`config.mk`:
```
export PLATFORM = sky130hd
export DESIGN_NAME = branch_resolve_bht
export DESIGN_NICKNAME = d
export VERILOG_FILES = /design/src/rtl/branch_resolve_bht.sv
export SDC_FILE = /design/constraint.sdc
export NUM_CORES = 1
export LEC_CHECK = 0
export ABC_CLOCK_PERIOD_IN_PS = 4410
export CAP_MARGIN = 20
export CORE_MARGIN = 3
export CORE_UTILIZATION = 44
export DETAILED_ROUTE_END_ITERATION = 6
export PLACE_DENSITY = 0.83
export SYNTH_ARGS = -nofsm -noshare
export SYNTH_HDL_FRONTEND = slang
export SYNTH_SLANG_ARGS = --single-unit
```
`constraint.sdc`:
```
create_clock -name clk -period 4.41 [get_ports clk]
set_input_delay 1.323 -clock clk [delete_from_list [all_inputs] [get_ports clk]]
set_output_delay 1.323 -clock clk [all_outputs]
set_load 0.005 [all_outputs]
```
`src/rtl/branch_resolve_bht.sv`:
```
// rtl/branch_resolve_bht.sv - execute-stage branch/jump resolution with 2-bit BHT and perf counters
module branch_resolve_bht #(
  parameter int         XLEN        = 32,
  parameter int         BHT_ENTRIES = 16,
  parameter logic [1:0] INIT_STATE  = 2'b01,
  parameter int         CNT_W       = 32
) (
  input  logic             clk,
  input  logic             reset,
  input  logic [XLEN-1:0]  pc_f,
  output logic             pred_taken_f,
  input  logic             valid_e,
  input  logic             stall_e,
  input  logic [XLEN-1:0]  pc_e,
  input  logic             branch_e,
  input  logic             jump_e,
  input  logic             jalr_e,
  input  logic [2:0]       funct3_e,
  input  logic             Zero_e,
  input  logic             Lt_e,
  input  logic             Ltu_e,
  input  logic             pred_taken_e,
  output logic [1:0]       PCSrc_e,
  output logic             flush_e,
  output logic             illegal_br_e,
  output logic [CNT_W-1:0] br_count,
  output logic [CNT_W-1:0] mispred_count
);

  localparam int IDX_W = $clog2(BHT_ENTRIES);

  logic [1:0]       bht_q [BHT_ENTRIES];
  logic [1:0]       bht_d [BHT_ENTRIES];
  logic [CNT_W-1:0] br_count_q, br_count_d;
  logic [CNT_W-1:0] mispred_count_q, mispred_count_d;

  logic [IDX_W-1:0] idx_f;
  logic [IDX_W-1:0] idx_e;
  logic             act;
  logic             taken;
  logic             bad_funct3;
  logic             upd;
  logic             mispred;
  logic [1:0]       cur_cnt;

  // PC bits outside the index field do not influence the predictor
  logic unused_pc_bits;
  assign unused_pc_bits = ^{pc_f[XLEN-1:IDX_W+2], pc_f[1:0], pc_e[XLEN-1:IDX_W+2], pc_e[1:0]};

  assign idx_f = pc_f[IDX_W+1:2];
  assign idx_e = pc_e[IDX_W+1:2];

  // Fetch-side prediction: direct read of the stored counter, so a same-cycle write is not seen
  always_comb begin
    pred_taken_f = bht_q[idx_f][1];
  end

  // Branch condition decode and resolution priority (JALR > JAL > illegal > legal branch)
  always_comb begin
    act          = valid_e & ~stall_e;
    taken        = 1'b0;
    bad_funct3   = (funct3_e == 3'b010) || (funct3_e == 3'b011);
    upd          = 1'b0;
    mispred      = 1'b0;
    PCSrc_e      = 2'b00;
    flush_e      = 1'b0;
    illegal_br_e = 1'b0;

    case (funct3_e)
      3'b000:  taken = Zero_e;
      3'b001:  taken = ~Zero_e;
      3'b100:  taken = Lt_e;
      3'b101:  taken = ~Lt_e;
      3'b110:  taken = Ltu_e;
      3'b111:  taken = ~Ltu_e;
      default: taken = 1'b0;
    endcase

    if (act) begin
      if (jalr_e) begin
        PCSrc_e = 2'b10;
        flush_e = 1'b1;
      end else if (jump_e) begin
        PCSrc_e = 2'b01;
        flush_e = 1'b1;
      end else if (branch_e) begin
        if (bad_funct3) begin
          illegal_br_e = 1'b1;
        end else begin
          upd     = 1'b1;
          mispred = (taken != pred_taken_e);
          if (mispred) begin
            flush_e = 1'b1;
            PCSrc_e = taken ? 2'b01 : 2'b11;
          end
        end
      end
    end
  end

  // Next-state: saturating BHT counter step and saturating performance counters
  always_comb begin
    bht_d           = bht_q;
    br_count_d      = br_count_q;
    mispred_count_d = mispred_count_q;
    cur_cnt         = bht_q[idx_e];

    if (upd) begin
      if (taken) begin
        bht_d[idx_e] = (cur_cnt == 2'b11) ? 2'b11 : cur_cnt + 2'b01;
      end else begin
        bht_d[idx_e] = (cur_cnt == 2'b00) ? 2'b00 : cur_cnt - 2'b01;
      end
      if (!(&br_count_q)) begin
        br_count_d = br_count_q + CNT_W'(1);
      end
      if (mispred && !(&mispred_count_q)) begin
        mispred_count_d = mispred_count_q + CNT_W'(1);
      end
    end
  end

  // State registers; reset is asynchronous so it takes effect without a clock edge
  always_ff @(posedge clk or negedge reset) begin
    if (!reset) begin
      for (int i = 0; i < BHT_ENTRIES; i++) begin
        bht_q[i] <= INIT_STATE;
      end
      br_count_q      <= '0;
      mispred_count_q <= '0;
    end else begin
      bht_q           <= bht_d;
      br_count_q      <= br_count_d;
      mispred_count_q <= mispred_count_d;
    end
  end

  assign br_count      = br_count_q;
  assign mispred_count = mispred_count_q;

endmodule

```
==> flow_summary.ini <==
[critical_path]
worstPathRequired_ps = 3090
start_kind = input port
crit_end = flush_e
worstReg2RegEnd = br_count[27]
regToRegSetupSlack_ps = 2100
cp_slowest_cell = clkdlybuf4s50_1
end_kind = primary output
path_buf_inv = 4
path_class = in2out
crit_arrival_ps = 3010
r2r_start = br_count[4]
timing.reg2reg.worst_path_depth = 5
critPathMaxFanout = 2
path_cells = clkdlybuf4s50_1 > mux2i_1 > xnor2_1 > a21oi_1 > buf_4 > ha_4 > inv_1 > a31oi_2 > a21oi_1 > clkdlybuf4s15_1
critPathMaxStageDelay_ps = 390
crit_top_cell = a21oi_1
cp_num_cells = 10
critPathTopFamily = buffers and inverters
startpoint = Ltu_e

[status]
status = complete, no violations

[logic_synthesis]
post-synth-top-area-cell = dfrtp_1
syn_area_um2 = 4977
synth-edff-count = 0
avgSynthCellArea_um2 = 10.99
async_reset_ff_share_pct = 100.0
yosys_register_bits = 96
synthFlopType = dfrtp_1
yosys_warnings = 0
yosys-top-cells-area = dfrtp_1 40%, dfstp_2 8.4%, xnor2_1 6.0%, mux4_2 5.9%, xor2_1 5.3%
yosysTopAreaCellShare_pct = 40.22
synth_cell_type_count = 44
synth_nets = 534
netlist_instances = 453
ys_seq_area_share_pct = 48.67

[floorplanning]
start_util_pct = 45.51
core_area_um2 = 10940
placementRows = 38
die_area_um2 = 12620
ios = 147
die_h_um = 112.4
dieWidth_um = 112.4

[cts]
clkTransAtPathRegs_ps = 60
postCtsHoldBufs = 0
htreeDepth = 3
clkLatencyLatePin_ps = 350
cts_inserted_buffers = 9
clk_path_buf_depth = 2
root_buffer = clkbuf_16
cts_tree = yes
cts.sinks = 96

[sta]
maxSlewViolCount = 0
rsz0062_at_grt = no
worst_slew_pin_slew_ps = 957.5
fmax_mhz = 230.9
skew_ps = 7.863
period_minus_slack_ps = 4331
maxSlewHeadroom_pct = 36.17
post-route-period-util_pct = 98.20
setup_ws_ps = 79.27
finalSetupViolCount = 0
hold_violations = 0

[grt]
grt_usage_pct = 19.63
grt_pass1_wl_um = 20040
first_global_vias = 4004
grt_max_degree = 77
grt_antenna_before_repair = 0
grt-ovfl-total = 0

[cells_and_area]
area_growth_pct = 28.51
drive_above_1_share_pct = 15.00
final_nets = 636
final_design_area_no_fill_um2 = 6396
n_antenna_cell = 0

[place]
place_area_um2 = 6057
dp_hpwl_um = 8570
numPortBuffers = 90
dpl_worst_slack_ps = -458.3
place.gp.congestion = 0.8125

[drt]
vias = 3861
drc = 0
ant_nets = 0
totalWireLength_um = 11960
wire_per_inst_um = 17.09
vias_per_cell = 5.516
drt_iter0_markers = 203
firstDrtPassIters = 4

[power_and_ir_drop]
total_leakage_power_nw = 2.694
power.density_nw_per_um2 = 312.7
vdd_ir_drop_max_mv = 0.2318

[job]
max_cap_violations = 0

[min_path]
hp-class = reg2reg
repair_timing:
item,in CTS,in global routing
buffers inserted,1,0
setup endpoints to repair,4,4
pin swaps,5,1
hold endpoints to repair,0,0
gates resized for setup,12,3
worst register-to-register path: stages, from the launching register on:
cell     delay, ps
dfrtp_1        440
and4_1         350
nand4_1        190
nor4_1         830
nand4_1        230
xnor2_1        180
layer usage:
layer  wire, um  part of all wire, %  up-vias  global-route usage (%)
met5          0                    0        -                       0
met4        176                  1.5        0                   6.571
met3        498                  4.2       16                   4.420
met2       6164                   52       88                   33.57
met1       5120                   43     1908                   24.71
li1           -                    -     1849                       -
registers in the layout, indices dropped and copies added (netlist names):
| register | cells |
|---|---|
| br_count | 32 |
| bht_q | 32 |
| mispred_count | 32 |
layout by cell type (no fill, tap or decap), types with 2 or more instances in the layout:
cell type | synthesis | final
nand2_1 | 28 | 28
xor2_1 | 30 | 30
ha_1 | 3 | 2
dfrtp_1 | 80 | 80
and2_1 | 2 | 2
nand3_1 | 27 | 27
clkbuf_8 | 0 | 3
clkbuf_1 | 4 | 2
nor2b_1 | 3 | 3
nor4_1 | 13 | 13
mux2_2 | 2 | 2
and4_1 | 12 | 12
inv_1 | 4 | 4
nand3b_1 | 2 | 2
clkdlybuf4s15_1 | 0 | 2
clkbuf_16 | 0 | 9
maj3_2 | 2 | 2
and3_1 | 13 | 13
dfstp_2 | 16 | 16
nor3_2 | 7 | 7
dlymetal6s2s_1 | 0 | 2
a21oi_1 | 35 | 35
nand2b_1 | 9 | 9
nor3_1 | 18 | 18
nand4_1 | 20 | 20
clkdlybuf4s50_1 | 0 | 82
mux4_2 | 13 | 13
nor4_2 | 2 | 2
nor4b_1 | 6 | 6
xnor2_1 | 34 | 34
nor2_1 | 42 | 42
buf_4 | 1 | 15
nor4_4 | 2 | 2
dlygate4sd2_1 | 0 | 2
worst min path at each step:
| stage | startpoint | endpoint | slack, ps | cells after the start |
|---|---|---|---|---|
| after global placement | br_count[9] | br_count[9] | 480 | 1 |
| after detailed placement | br_count[31] | br_count[31] | 480 | 1 |
| after CTS | mispred_count[27] | mispred_count[27] | 500 | 1 |
| after floorplan | mispred_count[23] | mispred_count[23] | 480 | 1 |
| final | mispred_count[27] | mispred_count[27] | 490 | 1 |
| after global routing | mispred_count[27] | mispred_count[27] | 510 | 1 |
kinds of logic (layout without fill, tap and decap cells):
group                    count (synthesis)  count (layout)  synth area share (%)
AO/OA/AOI/OAI                           39              39                 4.626
XOR/XNOR                                64              64                 11.26
adder cells (fa/ha/maj)                  5               5                 1.207
buffers and inverters                   18             125                 2.287
flip-flops                              96              96                 48.67
multiplexers                            16              16                 6.536
AND/OR/NAND/NOR                        215             215                 25.41
report_power, final:
part	switching, mW	internal [mW]
clock network	0.331	0.487
logic	0.102	0.116
registers	0.0368	0.927
total	0.470	1.53
Yosys cell counts, types with 5 or more instances:
master and number:
buf_6 5, nor4_1 13, nand4_1 20, nand2_1 28, nand3_1 27, dfrtp_1 80, dfstp_2 16, nor3_2 7
nor4b_1 6, nor2_1 42, and4_1 12, nor3_1 18, xnor2_1 34, xor2_1 30, mux4_2 13, a21oi_1 35
nand2b_1 9, and3_1 13
stage by stage:
step	hold slack (ps)	utilization, %	total power, mW	TNS [ps]	instances
finish	490.5	58.49	2.000	0	700
global route	514.6	58.49	2.090	0	700
CTS	500.6	58.39	2.023	0	700
detailed placement	484.3	55.39	1.198	-1348	683
global placement	478.3	55.39	1.185	-1258	683
floorplan	477.6	-	1.075	0	453
cell type report:
class | instances | area, um2
multi-input combinational | 339 | 2460
clock buffer | 14 | 274.0
tap | 140 | 175.2
clock inverter | 2 | 37.54
timing repair buffer | 105 | 1012
sequential | 96 | 2422
fill | 929 | 4539
inverter | 4 | 15.01
No activity file was read; power rests on OpenSTA's default activity.
